--- config.mk ---
export PLATFORM = sky130hd
export DESIGN_NAME = int_controller
export DESIGN_NICKNAME = d
export VERILOG_FILES = /design/src/rtl/int_controller.sv
export SDC_FILE = /design/constraint.sdc
export NUM_CORES = 1
export LEC_CHECK = 0
export ABC_AREA = 1
export CELL_PAD_IN_SITES_DETAIL_PLACEMENT = 0
export CELL_PAD_IN_SITES_GLOBAL_PLACEMENT = 2
export CORE_ASPECT_RATIO = 2
export CORE_MARGIN = 2
export CORE_UTILIZATION = 19
export DETAILED_ROUTE_END_ITERATION = 10
export PLACE_DENSITY_LB_ADDON = 0.1
export SKIP_CTS_REPAIR_TIMING = 1
export SLEW_MARGIN = 20
export SYNTH_ARGS = -nofsm -noshare
export SYNTH_HDL_FRONTEND = slang
export SYNTH_SLANG_ARGS = --single-unit
--- constraint.sdc ---
create_clock -name clk -period 1.3 [get_ports clk]
set_input_delay 0.13 -clock clk [delete_from_list [all_inputs] [get_ports clk]]
set_output_delay 0.13 -clock clk [all_outputs]
set_load 0.05 [all_outputs]
--- src/rtl/int_controller.sv ---
// rtl/int_controller.sv - prioritising interrupt controller with valid/ack/reti handshake
//
// Purpose: synchronises raw interrupt lines, detects rising edges, latches them
// as pending, applies a software mask and presents one interrupt at a time to
// the program counter. Further requests are blocked until return-from-interrupt.
//
// Ports:
//   clk        - system clock, rising edge
//   reset      - asynchronous active-low reset
//   int_in     - raw asynchronous interrupt lines (rising-edge triggered)
//   cfg_we     - config write strobe (single cycle)
//   cfg_addr   - config register select: 0 MASK, 1 PENDING (W1C), 2 STATUS, 3 reserved
//   cfg_wdata  - config write data
//   cfg_rdata  - config read data, combinational from cfg_addr
//   irq_valid  - interrupt request to the PC
//   irq_vector - handler address (VEC_BASE + id)
//   irq_id     - index of the requested line
//   irq_ack    - PC has taken the interrupt (only honoured while requesting)
//   reti       - return-from-interrupt pulse
//   in_service - high from ack until reti
module int_controller #(
  parameter int          NUM_INT     = 4,
  parameter logic [26:0] VEC_BASE    = 27'd1,
  parameter int          SYNC_STAGES = 2
) (
  input  logic               clk,
  input  logic               reset,
  input  logic [NUM_INT-1:0] int_in,
  input  logic               cfg_we,
  input  logic [1:0]         cfg_addr,
  input  logic [31:0]        cfg_wdata,
  output logic [31:0]        cfg_rdata,
  output logic               irq_valid,
  output logic [26:0]        irq_vector,
  output logic [2:0]         irq_id,
  input  logic               irq_ack,
  input  logic               reti,
  output logic               in_service
);

  typedef enum logic [1:0] {
    IDLE    = 2'd0,
    REQ     = 2'd1,
    SERVICE = 2'd2
  } state_t;

  state_t                               r_state;
  logic [SYNC_STAGES-1:0][NUM_INT-1:0]  r_sync;
  logic [NUM_INT-1:0]                   r_hist;
  logic [NUM_INT-1:0]                   r_pending;
  logic [NUM_INT-1:0]                   r_mask;
  logic                                 r_irq_valid;
  logic [26:0]                          r_irq_vector;
  logic [2:0]                           r_irq_id;
  logic                                 r_in_service;

  logic [NUM_INT-1:0]                   w_edge;
  logic [NUM_INT-1:0]                   w_eligible;
  logic [NUM_INT-1:0]                   w_ack_clr;
  logic [NUM_INT-1:0]                   w_w1c_clr;
  logic [2:0]                           w_sel_id;
  logic                                 w_ack;
  logic                                 w_unused;

  // Upper write-data bits carry no state.
  assign w_unused = ^cfg_wdata[31:NUM_INT];

  // Synchroniser chain followed by one history flop for edge detection.
  always_ff @(posedge clk or negedge reset) begin
    if (!reset) begin
      r_sync <= '0;
      r_hist <= '0;
    end else begin
      r_sync[0] <= int_in;
      for (int s = 1; s < SYNC_STAGES; s++) begin
        r_sync[s] <= r_sync[s-1];
      end
      r_hist <= r_sync[SYNC_STAGES-1];
    end
  end

  assign w_edge     = r_sync[SYNC_STAGES-1] & ~r_hist;
  assign w_eligible = r_pending & r_mask;
  assign w_ack      = (r_state == REQ) && irq_ack;

  // Lowest set index wins: scan downward so the last hit is the smallest.
  always_comb begin
    w_sel_id = 3'd0;
    for (int i = NUM_INT - 1; i >= 0; i--) begin
      if (w_eligible[i]) begin
        w_sel_id = 3'(i);
      end
    end
  end

  always_comb begin
    w_ack_clr = '0;
    for (int i = 0; i < NUM_INT; i++) begin
      if (r_irq_id == 3'(i)) begin
        w_ack_clr[i] = w_ack;
      end
    end
  end

  assign w_w1c_clr = (cfg_we && cfg_addr == 2'd1) ? cfg_wdata[NUM_INT-1:0] : '0;

  // Set is OR-ed in after the clear so a coincident edge keeps the bit set.
  always_ff @(posedge clk or negedge reset) begin
    if (!reset) begin
      r_pending <= '0;
      r_mask    <= {NUM_INT{1'b1}};
    end else begin
      r_pending <= (r_pending & ~(w_ack_clr | w_w1c_clr)) | w_edge;
      if (cfg_we && cfg_addr == 2'd0) begin
        r_mask <= cfg_wdata[NUM_INT-1:0];
      end
    end
  end

  // Request FSM; id/vector are captured in IDLE and held frozen through REQ.
  always_ff @(posedge clk or negedge reset) begin
    if (!reset) begin
      r_state      <= IDLE;
      r_irq_valid  <= 1'b0;
      r_irq_vector <= '0;
      r_irq_id     <= '0;
      r_in_service <= 1'b0;
    end else begin
      case (r_state)
        IDLE: begin
          if (|w_eligible) begin
            r_irq_id     <= w_sel_id;
            r_irq_vector <= VEC_BASE + 27'(w_sel_id);
            r_irq_valid  <= 1'b1;
            r_state      <= REQ;
          end
        end
        REQ: begin
          if (irq_ack) begin
            r_irq_valid  <= 1'b0;
            r_in_service <= 1'b1;
            r_state      <= SERVICE;
          end
        end
        SERVICE: begin
          if (reti) begin
            r_in_service <= 1'b0;
            r_state      <= IDLE;
          end
        end
        default: begin
          r_state <= IDLE;
        end
      endcase
    end
  end

  always_comb begin
    cfg_rdata = '0;
    case (cfg_addr)
      2'd0:    cfg_rdata = 32'(r_mask);
      2'd1:    cfg_rdata = 32'(r_pending);
      2'd2:    cfg_rdata = {25'd0, r_irq_id, 2'b00, r_in_service, r_irq_valid};
      default: cfg_rdata = '0;
    endcase
  end

  assign irq_valid  = r_irq_valid;
  assign irq_vector = r_irq_vector;
  assign irq_id     = r_irq_id;
  assign in_service = r_in_service;

endmodule

==> flow_summary.yaml, run 1 <==
status:
  outcome: "finished, violations left"
  violations: "negative setup slack"
timing:
  finalCritPeriodShare_pct: 104
  fin_skew_ns: 0.00339
  setup_viol: 2
  rsz0062_at_grt: "yes"
  maxSlewViolCount: 0
  tns_ns: -0.0780
  fmax_mhz: 738
  timing_hold_violations_final: 0
  min_period_ns: 1.36
  finalWorstSetupSlack_ns: -0.0552
worst_setup_path:
  worstSetupPathType: "reg2out"
  reg2reg_from: "r_mask[3]$_DFFE_PN1P_"
  r2r_slack_ns: 0.11
  cp.required_ns: 1.17
  cp-end-kind: "primary output"
  crit_path_start_kind: "flip-flop"
  crit_fanout: 2
  worstPathArrival_ns: 1.23
  r2r_cells: 6
  r2r_end: "irq_vector[2]$_DFFE_PN0P_"
finish:
  fill_cells: 907
  syn_to_final_growth_pct: 40.8
  layout.nets: 281
  diodes: 0
  drive_gt1_share_pct: 23.0
global_route:
  grt_pass1_vias: 1200
  grt_max_degree: 30
  grtUsageTotal_pct: 9.18
  grt_antenna_before_repair: 0
  overflow: 0
  grt_pass1_wl_mm: 6.29
synthesis:
  synth_ff_type: "dfrtp_1"
  yosysMostFrequentCell: "nand2_1"
  ys_seq_elements: 29
  yosysSeqAreaShare_pct: 45.0
  syn_area_um2: 1620
  syn_avg_cell_area_um2: 8.50
  synth_top_cells_by_count: "nand2_1, buf_4, dfrtp_1"
  synth_cell_type_count: 19
  synth_cells: 191
  netlist.top_cell.by_area: "dfrtp_1"
  synth.top_cell.area_share_pct: 38.6
  ys_top_cells_by_area: "dfrtp_1, buf_4, nand2_1"
  async_flop_share_pct: 100
  synth-edff-count: 0
  yosysWarnings: 0
cts:
  htree_levels: 2
  numCtsBuffers: 5
  clk_pin_slew_ns: 0.05
  clock_sinks: 29
  clk_path_buf_depth: 2
  clock_latency_ns: 0.27
  cts_root_buf: "clkbuf_16"
  cts_tree: "done"
placed_design:
  pre_cts_ws_ns: -0.188
  post-dp-hpwl_mm: 3.34
  io_buffers: 27
  gp_congestion: 0.694
job:
  drv_cap: 0
route:
  viasPerCell: 3.58
  drtIter0Drc: 28
  wl_mm: 4.04
  routed-via-count: 1205
  drc: 0
  final_antenna_net_count: 0
  wire_per_inst_um: 12.0
  drt-pass1-iter-count: 3
die:
  core_um2: 8290
  initial_core_util_pct: 19.6
  die-area_um2: 9340
  io_pins: 107
  die_w_um: 69.4
  rows: 47
  die_h_um: 135
pwr:
  max-vdd-ir-drop_mv: 0.498
  total_power_w: 0.00487
  p_leak_nw: 1.17
  p_per_area_nw_per_um2: 2130
hold_path:
  hold_class: "in2async"
[through the flow]
stage | area (um2) | std cells | hold WS (ns) | util, %
floorplan | 1830 | 241 | -0.166 | -
global placement | 2060 | 325 | 0.333 | 24.8
detailed placement | 2060 | 325 | 0.336 | 24.8
CTS | 2230 | 333 | 0.227 | 26.9
global route | 2280 | 337 | 0.234 | 27.6
finish | 2280 | 337 | 0.215 | 27.6
[layout by cell type, fill, tap and decap left out, types with 2 or more instances in the layout]
cell type / n
a22o_1: 2
clkdlybuf4s50_1: 12
nor2_4: 5
dfstp_2: 4
conb_1: 51
nand3_2: 2
o21ai_0: 2
nand2_2: 3
nand3_1: 11
buf_12: 14
clkbuf_16: 5
nand2_1: 56
nor2_1: 4
nand4_1: 3
buf_4: 13
dlymetal6s2s_1: 2
dfrtp_1: 24
a21oi_1: 3
inv_1: 13
[registers in the layout, summed over array words and instances (netlist names)]
signal,cells
in_service,1
r_state,2
r_mask,4
r_pending,4
r_hist,4
r_sync,8
irq_valid,1
irq_vector,3
irq_id,2
[worst max-delay path, stage by stage (launching register included)]
cell	delay, ns
dfstp_2	0.54
buf_6	0.09
a22o_1	0.17
buf_12	0.14
[worst max path at each step]
stage	startpoint	to	slack (ns)	cells past startpoint
2_1_floorplan	in_service$_DFFE_PN0P_	cfg_rdata[1]	0.004	2
3_3_place_gp	cfg_addr[1]	cfg_rdata[2]	-0.17	4
3_5_place_dp	cfg_addr[1]	cfg_rdata[3]	-0.19	4
4_1_cts	cfg_addr[1]	cfg_rdata[3]	-0.19	4
5_1_grt	r_mask[3]$_DFFE_PN1P_	cfg_rdata[3]	-0.09	3
6_report	r_mask[3]$_DFFE_PN1P_	cfg_rdata[3]	-0.06	3
[metal layers]
layer | track usage [%] | routed length (um) | vias up
li1 | - | - | 584
met1 | 7.75 | 1280 | 554
met2 | 17.6 | 2330 | 58
met3 | 1.57 | 217 | 9
met4 | 8.17 | 206 | 0
met5 | 0 | 0 | -
[logic make-up (layout without fill, tap and decap cells)]
kind of cell / Yosys count / count (layout) / synth area share, %
other cells: 1 / 51 / 0.231
buf+inv: 66 / 64 / 27.1
simple gates: 86 / 86 / 23.5
compound gates: 9 / 9 / 4.09
flops: 29 / 29 / 45.0
[power breakdown]
group	switching, W	total, W	internal, W	leakage, nW
Sequential	0.000206	0.00133	0.00112	0.331
Clock	0.000401	0.00135	0.000954	0.0831
Combinational	0.00132	0.00219	0.000863	0.756
[layout make-up]
type                    count  area [um2]  area share [%]
clock buffers               6         139            6.08
repair buffers             42         534            23.4
clock inverters             2        37.5            1.64
multi-input cells         146         667            29.2
flip-flops and latches     29         732            32.0
inverters                  14        52.6            2.30
well taps                  98         123            5.37
No activity file was read; power rests on OpenSTA's default activity.
==> run 2: changes to the inputs <==
--- a/config.mk
+++ b/config.mk
@@ -9,7 +9,6 @@
 export CELL_PAD_IN_SITES_DETAIL_PLACEMENT = 0
 export CELL_PAD_IN_SITES_GLOBAL_PLACEMENT = 2
 export CORE_ASPECT_RATIO = 2
-export CORE_MARGIN = 2
 export CORE_UTILIZATION = 19
 export DETAILED_ROUTE_END_ITERATION = 10
 export PLACE_DENSITY_LB_ADDON = 0.1
==> run 2 against run 1 <==
Sequential cell count unchanged. Sequential share of layout area rose by 0.28 points. Via count is 0.50% higher. Critical endpoint unchanged. Critical path depth is the same. Largest cell class unchanged. Global-route usage is 0.83 points higher. First-iteration DRC count decreased by 39%. Power is essentially flat. Largest power group unchanged. Maximum frequency hardly changed. Wire length is 0.62% lower. The run still ends with negative setup slack left.
==> flow_summary.yaml, run 2 (synthesis gave the netlist of run 1 again) <==
cts:
  cts_tree: "done"
  clk_path_buf_depth: 2
  numCtsBuffers: 5
  clock_sinks: 29
  htree_levels: 2
  cts_root_buf: "clkbuf_16"
  clk_pin_slew_ns: 0.05
  clock_latency_ns: 0.27
global_route:
  grt_use_met2_pct: 18.3
  overflow: 0
  grt_pass1_wl_mm: 6.13
  grt_use_met3_pct: 1.90
  gr-max-usage-layer: "met2"
  grtUsageTotal_pct: 10.0
  grt_max_degree: 30
  grt_antenna_before_repair: 0
  gr-usage-met1_pct: 8.77
  grt_pass1_vias: 1188
die:
  core_um2: 8290
  die_h_um: 133
  io_pins: 107
  die-area_um2: 8940
  rows: 47
  initial_core_util_pct: 19.6
  die_w_um: 67.4
timing:
  rsz0062_at_grt: "yes"
  finalWorstSetupSlack_ns: -0.0562
  maxSlewViolCount: 0
  hold_slack_ns: 0.216
  min_period_ns: 1.36
  timing_hold_violations_final: 0
  fmax_mhz: 737
  setup_viol: 1
  finalCritPeriodShare_pct: 104
  fin_skew_ns: 0.00262
route:
  routed-via-count: 1211
  drt-pass1-iter-count: 3
  wl_mm: 4.02
  wire_per_inst_um: 12.0
  drc: 0
  final_antenna_net_count: 0
  viasPerCell: 3.63
  drtIter0Drc: 17
worst_setup_path:
  worstPathArrival_ns: 1.23
  crit_fanout: 2
  worstSetupPathType: "reg2out"
  r2r_cells: 6
  cp.required_ns: 1.17
  cp-end-kind: "primary output"
  crit_path_start_kind: "flip-flop"
finish:
  max_flop_register: "r_sync"
  fill_cells: 905
  multiInputGateArea_um2: 672
  syn_to_final_growth_pct: 39.8
  final_util_pct: 27.4
  layout.nets: 278
  area.sequential_um2: 733
  layout_common_cells: "nand2_1, conb_1, dfrtp_1"
  largest_reg_flops: 8
  layout_commonest_cell: "nand2_1"
  diodes: 0
  drive_gt1_share_pct: 22.9
placed_design:
  post-dp-hpwl_mm: 3.26
  gp_congestion: 0.684
  io_buffers: 27
  pre_cts_ws_ns: -0.175
hold_path:
  hold_class: "in2async"
status:
  outcome: "finished, violations left"
  violations: "negative setup slack"
pwr:
  p_per_area_nw_per_um2: 2150
  max-vdd-ir-drop_mv: 0.628
  p_leak_nw: 1.16
job:
  drv_cap: 0
run 2: changes by cell type in the layout (fill, tap and decap cells not counted), sizes merged:
cell      delta
buf          -3
clkbuf       +1
clkinvlp     -1
run 2: per-stage QoR:
step	power (W)	area [um2]	std cells	setup TNS, ns
detailed placement	0.00352	2040	323	-1.24
global placement	0.00352	2040	323	-1.36
CTS	0.00490	2210	331	-0.918
finish	0.00487	2270	334	-0.0562
global route	0.00513	2270	334	-0.132
floorplan	0.00267	1830	241	0
run 2: report_power, final:
group / switching, W / leakage (nW) / total, W / internal (W)
Clock: 0.000387 / 0.0841 / 0.00134 / 0.000955
Combinational: 0.00133 / 0.743 / 0.00219 / 0.000866
Sequential: 0.000210 / 0.330 / 0.00133 / 0.00112
Total: 0.00192 / 1.16 / 0.00487 / 0.00294
run 2: cell type report:
cell class	count	share of cell area, %
clock buffer	7	6.29
clock inverter	1	1.32
multi-input combinational	146	29.6
sequential	29	32.3
inverter	14	2.32
timing repair buffer	39	22.7
tap	98	5.41
run 2: critical path: stages, from the launching register on:
cell,delay [ns]
dfstp_2,0.54
buf_6,0.10
a22o_1,0.17
buf_12,0.14
run 2: path summary, 6_finish.rpt:
check	slack, ns	to	start
max	-0.06	cfg_rdata[3]	r_mask[3]$_DFFE_PN1P_
min	0.22	r_hist[2]$_DFF_PN0_	reset
max reg2reg	0.13	irq_id[1]$_DFFE_PN0P_	r_mask[3]$_DFFE_PN1P_
min reg2reg	0.35	r_sync[4]$_DFF_PN0_	r_sync[0]$_DFF_PN0_
max in group asynchronous	0.83	r_mask[3]$_DFFE_PN1P_	reset
min in group clk	0.29	r_mask[1]$_DFFE_PN1P_	cfg_addr[0]
run 2: layer usage:
layer	share of wire, %	vias up
li1	-	579
met1	32	565
met2	59	58
met3	4.5	9
met4	4.3	0
met5	0	-
